## src/rtl/dcm_ctrl.sv

```systemverilog
// dcm_ctrl: programs a clock divider's selection and supervises the acknowledge.
// The user steps a pending selection with inc/dec edges. An apply edge issues
// that selection with a one-cycle update strobe. The controller then waits for
// the divider to echo it back on prog_ack, re-issuing on timeout and parking in
// ERROR once the retry budget is spent.
module dcm_ctrl #(
    parameter int TIMEOUT   = 15,
    parameter int MAX_RETRY = 2
) (
    input  logic       clock,
    input  logic       reset,
    input  logic       inc,
    input  logic       dec,
    input  logic       apply,
    input  logic [2:0] prog_ack,
    output logic       update,
    output logic [2:0] prog_in,
    output logic [2:0] pending,
    output logic       busy,
    output logic       done,
    output logic       error
);

    localparam int TW = (TIMEOUT > 0) ? $clog2(TIMEOUT + 1) : 1;
    localparam int RW = (MAX_RETRY > 0) ? $clog2(MAX_RETRY + 1) : 1;
    localparam logic [TW-1:0] TIMER_LIMIT = TW'(TIMEOUT);
    localparam logic [RW-1:0] RETRY_LIMIT = RW'(MAX_RETRY);

    typedef enum logic [2:0] {
        S_IDLE,
        S_ISSUE,
        S_WAIT,
        S_DONE,
        S_ERROR
    } state_t;

    state_t        state;
    logic [TW-1:0] timer;
    logic [RW-1:0] retry;
    logic          inc_q;
    logic          dec_q;
    logic          apply_q;

    logic inc_edge;
    logic dec_edge;
    logic apply_edge;
    logic ack_match;

    assign inc_edge   = inc & ~inc_q;
    assign dec_edge   = dec & ~dec_q;
    assign apply_edge = apply & ~apply_q;
    assign ack_match  = (prog_ack == prog_in);

    // Registered copies of the user inputs for rising-edge detection.
    always_ff @(posedge clock or negedge reset) begin
        if (!reset) begin
            inc_q   <= 1'b0;
            dec_q   <= 1'b0;
            apply_q <= 1'b0;
        end else begin
            inc_q   <= inc;
            dec_q   <= dec;
            apply_q <= apply;
        end
    end

    // Saturating pending selection. It updates in every state, and
    // simultaneous inc and dec edges cancel.
    always_ff @(posedge clock or negedge reset) begin
        if (!reset) begin
            pending <= '0;
        end else if (inc_edge && !dec_edge && pending != 3'd7) begin
            pending <= pending + 3'd1;
        end else if (dec_edge && !inc_edge && pending != 3'd0) begin
            pending <= pending - 3'd1;
        end
    end

    // Programming sequencer. Every output is registered alongside the state.
    // A match in WAIT is tested before the timeout, so a late echo still wins.
    always_ff @(posedge clock or negedge reset) begin
        if (!reset) begin
            state   <= S_IDLE;
            timer   <= '0;
            retry   <= '0;
            prog_in <= '0;
            update  <= 1'b0;
            busy    <= 1'b0;
            done    <= 1'b0;
            error   <= 1'b0;
        end else begin
            update <= 1'b0;
            done   <= 1'b0;
            case (state)
                S_IDLE: begin
                    if (apply_edge) begin
                        state   <= S_ISSUE;
                        update  <= 1'b1;
                        prog_in <= pending;
                        timer   <= '0;
                        busy    <= 1'b1;
                    end
                end
                S_ISSUE: begin
                    state <= S_WAIT;
                    timer <= '0;
                end
                S_WAIT: begin
                    if (ack_match) begin
                        state <= S_DONE;
                        done  <= 1'b1;
                    end else if (timer == TIMER_LIMIT) begin
                        if (retry < RETRY_LIMIT) begin
                            state   <= S_ISSUE;
                            retry   <= retry + 1'b1;
                            update  <= 1'b1;
                            prog_in <= pending;
                            timer   <= '0;
                        end else begin
                            state <= S_ERROR;
                            busy  <= 1'b0;
                            error <= 1'b1;
                        end
                    end else begin
                        timer <= timer + 1'b1;
                    end
                end
                S_DONE: begin
                    state <= S_IDLE;
                    retry <= '0;
                    busy  <= 1'b0;
                end
                S_ERROR: begin
                    if (apply_edge) begin
                        state   <= S_ISSUE;
                        retry   <= '0;
                        error   <= 1'b0;
                        update  <= 1'b1;
                        prog_in <= pending;
                        timer   <= '0;
                        busy    <= 1'b1;
                    end
                end
                default: begin
                    state <= S_IDLE;
                    busy  <= 1'b0;
                    error <= 1'b0;
                end
            endcase
        end
    end

endmodule

```

## config.mk

```make
export PLATFORM = sky130hd
export DESIGN_NAME = dcm_ctrl
export DESIGN_NICKNAME = d
export VERILOG_FILES = /design/src/rtl/dcm_ctrl.sv
export SDC_FILE = /design/constraint.sdc
export NUM_CORES = 1
export LEC_CHECK = 0
export CAP_MARGIN = 20
export CORE_UTILIZATION = 35
export DETAILED_ROUTE_END_ITERATION = 10
export RECOVER_POWER = 25
export SKIP_LAST_GASP = 1
export SYNTH_ARGS = -nofsm -noshare
export SYNTH_HDL_FRONTEND = slang
export SYNTH_SLANG_ARGS = --single-unit
```

## constraint.sdc

```tcl
create_clock -name clock -period 3 [get_ports clock]
set_clock_uncertainty 0.05 [all_clocks]
set_input_delay 0.6 -clock clock [delete_from_list [all_inputs] [get_ports clock]]
set_output_delay 0.6 -clock clock [all_outputs]
set_load 0.005 [all_outputs]
```

==> results of run 1 <==
## how the worst min path moves through the flow
stage	slack (ns)	to	depth (start not counted)	from
finish	0.49	error	2	error
global route	0.50	error	2	error
floorplan	0.25	apply_q	0	reset
global placement	0.45	error	2	error
CTS	0.49	error	2	error
detailed placement	0.46	error	2	error
## logic make-up (layout without fill, tap and decap cells)
family,Yosys count,in the layout
adders and majority gates,2,2
AOI/OAI and AO/OA,39,39
and+or+nand+nor,39,39
muxes,5,5
buffers and inverters,15,31
xor gates and xnor gates,3,3
DFF,22,22
## tightest hold or removal path, cell delays in order, from the launching register on
cell and delay, ns:
dfrtp_1 0.37, a31oi_1 0.05, nor2_1 0.09
## sequential cells by signal, indices dropped and copies added, names as in the netlist
| register | cells |
|---|---|
| timer | 4 |
| pending | 3 |
| apply_q | 1 |
| inc_q | 1 |
| busy | 1 |
| error | 1 |
| dec_q | 1 |
| state | 3 |
| retry | 2 |
| prog_in | 3 |
| done | 1 |
| update | 1 |
## placed cells by master (no fill, tap or decap), types with 2 or more instances in the layout
cell	Yosys	routed
xnor2_2	3	3
o21ai_1	6	6
a22oi_1	2	2
nor2_1	10	10
clkdlybuf4s50_1	0	13
nand2_1	6	6
mux2i_1	2	2
a31oi_1	3	3
nand3_1	6	6
nor3_1	4	4
a21o_1	2	2
a31o_1	2	2
inv_1	8	8
a21oi_1	8	8
mux2_1	3	3
a211oi_1	2	2
dfrtp_1	22	22
buf_4	0	2
clkbuf_4	0	3
nor2b_1	2	2
nand2b_1	5	5
dlygate4sd3_1	0	4
## routing by layer
metal	wire length [um]	part of all wire [%]	global-route usage (%)
met1	1133	46	19.82
met4	20	0.81	4.545
met3	88	3.6	4.832
met2	1231	50	25.00
met5	0	0	0
## area by class of cell
type	instances	area (um^2)	share of cell area (%)
Inverter	8	30.03	2.043
Multi-Input combinational cell	88	620.6	42.21
Timing Repair Buffer	20	188.9	12.85
Tap cell	46	57.56	3.915
Sequential cell	22	550.5	37.45
Clock buffer	3	22.52	1.532
## metrics by stage
stage	power, mW	hold slack (ns)	utilization (%)	std cells
after floorplan	0.9012	0.2544	-	125
after global placement	1.095	0.4533	43.49	184
after detailed placement	1.113	0.4628	43.49	184
after CTS	1.250	0.4915	44.17	187
after global routing	1.351	0.5035	44.06	187
final	1.235	0.4932	44.06	187
## power groups by stage
stage | logic (mW) | registers (mW) | clock network (mW)
finish | 0.570 | 0.531 | 0.133
global route | 0.645 | 0.551 | 0.155
CTS | 0.577 | 0.531 | 0.142
detailed placement | 0.575 | 0.538 | 0
global placement | 0.561 | 0.534 | 0
floorplan | 0.419 | 0.483 | 0
==> impl_results.md, run 1 <==
* Status: finished, final reports clean
* Worst-path fanout max at 4
* Final hold violations at 0
* FP Rows at 21
* Delay-heaviest family, CP: compound AO/OA/AOI/OAI gates
* CP Data Required Time at 3.13 ns
* Buf+Inv Stages, Crit Path at 1
* Register bit total from synthesis at 22
* R2r setup slk at 0.84 ns
* Fin Setup TNS at 0 ns
* Post-synthesis simple-gate area fraction at 16.50%
* Net Switching at 0.4971 mW
* Post-CTS Repair Setup Buffers at 0
* Initial Utilization at 36.82%
* Worst setup path startpoint: inc
* Sequential group share of total power at 43.0%
* Layout Nets at 153
* Synth Area per Inst at 9.829 um^2
* Syn nets at 135
* CTS resizes at 0
* Net Sw Frac at 40.26%
* Vias in the first global route at 936
* Area grow syn2layout at 19.65%
* Final period utilization at 88.78%
* RSZ-0062 raised after global routing: no
* CTS tree: built
* Post-CTS Hold Buffers at 0
* Pint at 0.7376 mW
* Wire length per cell at 13.22 um
* R2r startpoint: inc_q
* Routed vias at 999
* DR vias/cell at 5.342
* Worst R2R Path Depth at 7
* Initial antenna violation count at 0
* Max incr delay on CP at 0.56 ns
* Design area at 1470 um^2
* Largest net degree at the start of global routing at 23
* Max VDD drop at 0.0003977 V
* Sequential-to-total area share from yosys stat at 44.81%
* IO Port Bufs at 17
* Post-synthesis mux area share at 4.379%
* Cell accounting for the most synthesized area: dfrtp_1
* Yosys top cell area share at 44.81%
* Cells after synthesis at 125
* Yosys cell types at 42
* CP max stage cell: dlygate4sd3_1
* Worst slew pin tran at 1.201 ns
* Worst min path class: reg2reg
* Pwr per Cell Area at 839.8 nW/um^2
* Crit path time final at 2.663 ns
* H-Tree Depth at 1
* Endpoints failing setup at 0
* Clock power share at 10.8%
* Mapped Area at 1229 um^2
* ANT cells at 0
* Synth top area cells: dfrtp_1 45%, xnor2_2 4.0%, a21oi_1 3.3%
* Core ar. at 3337 um^2
* Most frequent cell after synthesis: dfrtp_1
* I/O pin count at 18
* Total grt overflow at 0
* Die Wd at 61.25 um
* Max-slew violations at 0
* Asr flop ratio synth at 100.0%
* Worst setup path class: in2reg
* Worst rel slew slack at 19.91%
* Drt total wl at 2.473 mm
* Worst endpoint data arrival time at 2.79 ns
* Filler cell count at 348
* Post-Synth XOR/XNOR Area at 3.971%
* Fmax at 0.3755 GHz
* Post-synth EDFFs at 0
* GPL Wtd Cong at 0.7375
* Pre-CTS WS at 0.06310 ns
* Synth Area in Adders at 2.648%
* Die area at 3752 um^2
* Die H at 61.25 um
* Share of layout cells above drive strength 1 at 9.929%
* Crit end category: flop
* Synth warn at 0
* First-pass GRT wire length at 4.215 mm
* DR pass1 iterations at 4
* CTS clock-pin slew for the worst setup and hold paths at 0.12 ns
* Clock buffer count from CTS at 3
* Leakage at 0.6228 nW
* DRC violations left at 0
* Root Buffer: clkbuf_4
* Combinational family with the most area after synthesis: compound AO/OA/AOI/OAI gates
* Post-synth top flop: dfrtp_1
* Max Cap Violations at 0
* Worst setup SP type: primary input
* DP Area at 1451 um^2
* Final worst slack at 0.3366 ns
* DR iter-0 viols at 45
* CP cell instances: dlygate4sd3_1 > nor2b_1 > nand2_1 > a31o_1 > fa_1 > and2_1 > a211oi_1 > a2111oi_0
* Worst-Skew Late Latency at 0.30 ns
* Worst R2R End: pending[1]
* Comb power frac at 46.2%
* Final ANT Viol Nets at 0
* Overall Global Routing Usage at 15.43%
* CTS Sinks at 22
* Clock buffer depth at 2
* Detail Placement HPWL at 1.815 mm
* Compound-Gate Fraction of Synth Area at 23.01%
* Crit path to: pending[1]
* Top cells by instance count after synthesis: 22 x dfrtp_1, 10 x nor2_1, 8 x a21oi_1, 8 x inv_1
* Crit path depth at 8
No activity file was read; power rests on OpenSTA's default activity.
==> inputs of run 2 (changes only) <==
--- a/config.mk
+++ b/config.mk
@@ -5,7 +5,7 @@
 export SDC_FILE = /design/constraint.sdc
 export NUM_CORES = 1
 export LEC_CHECK = 0
-export CAP_MARGIN = 20
+export CAP_MARGIN = 5
 export CORE_UTILIZATION = 35
 export DETAILED_ROUTE_END_ITERATION = 10
 export RECOVER_POWER = 25
==> results of run 2 <==
Final layout, timing and power as in run 1 (identical DEF).
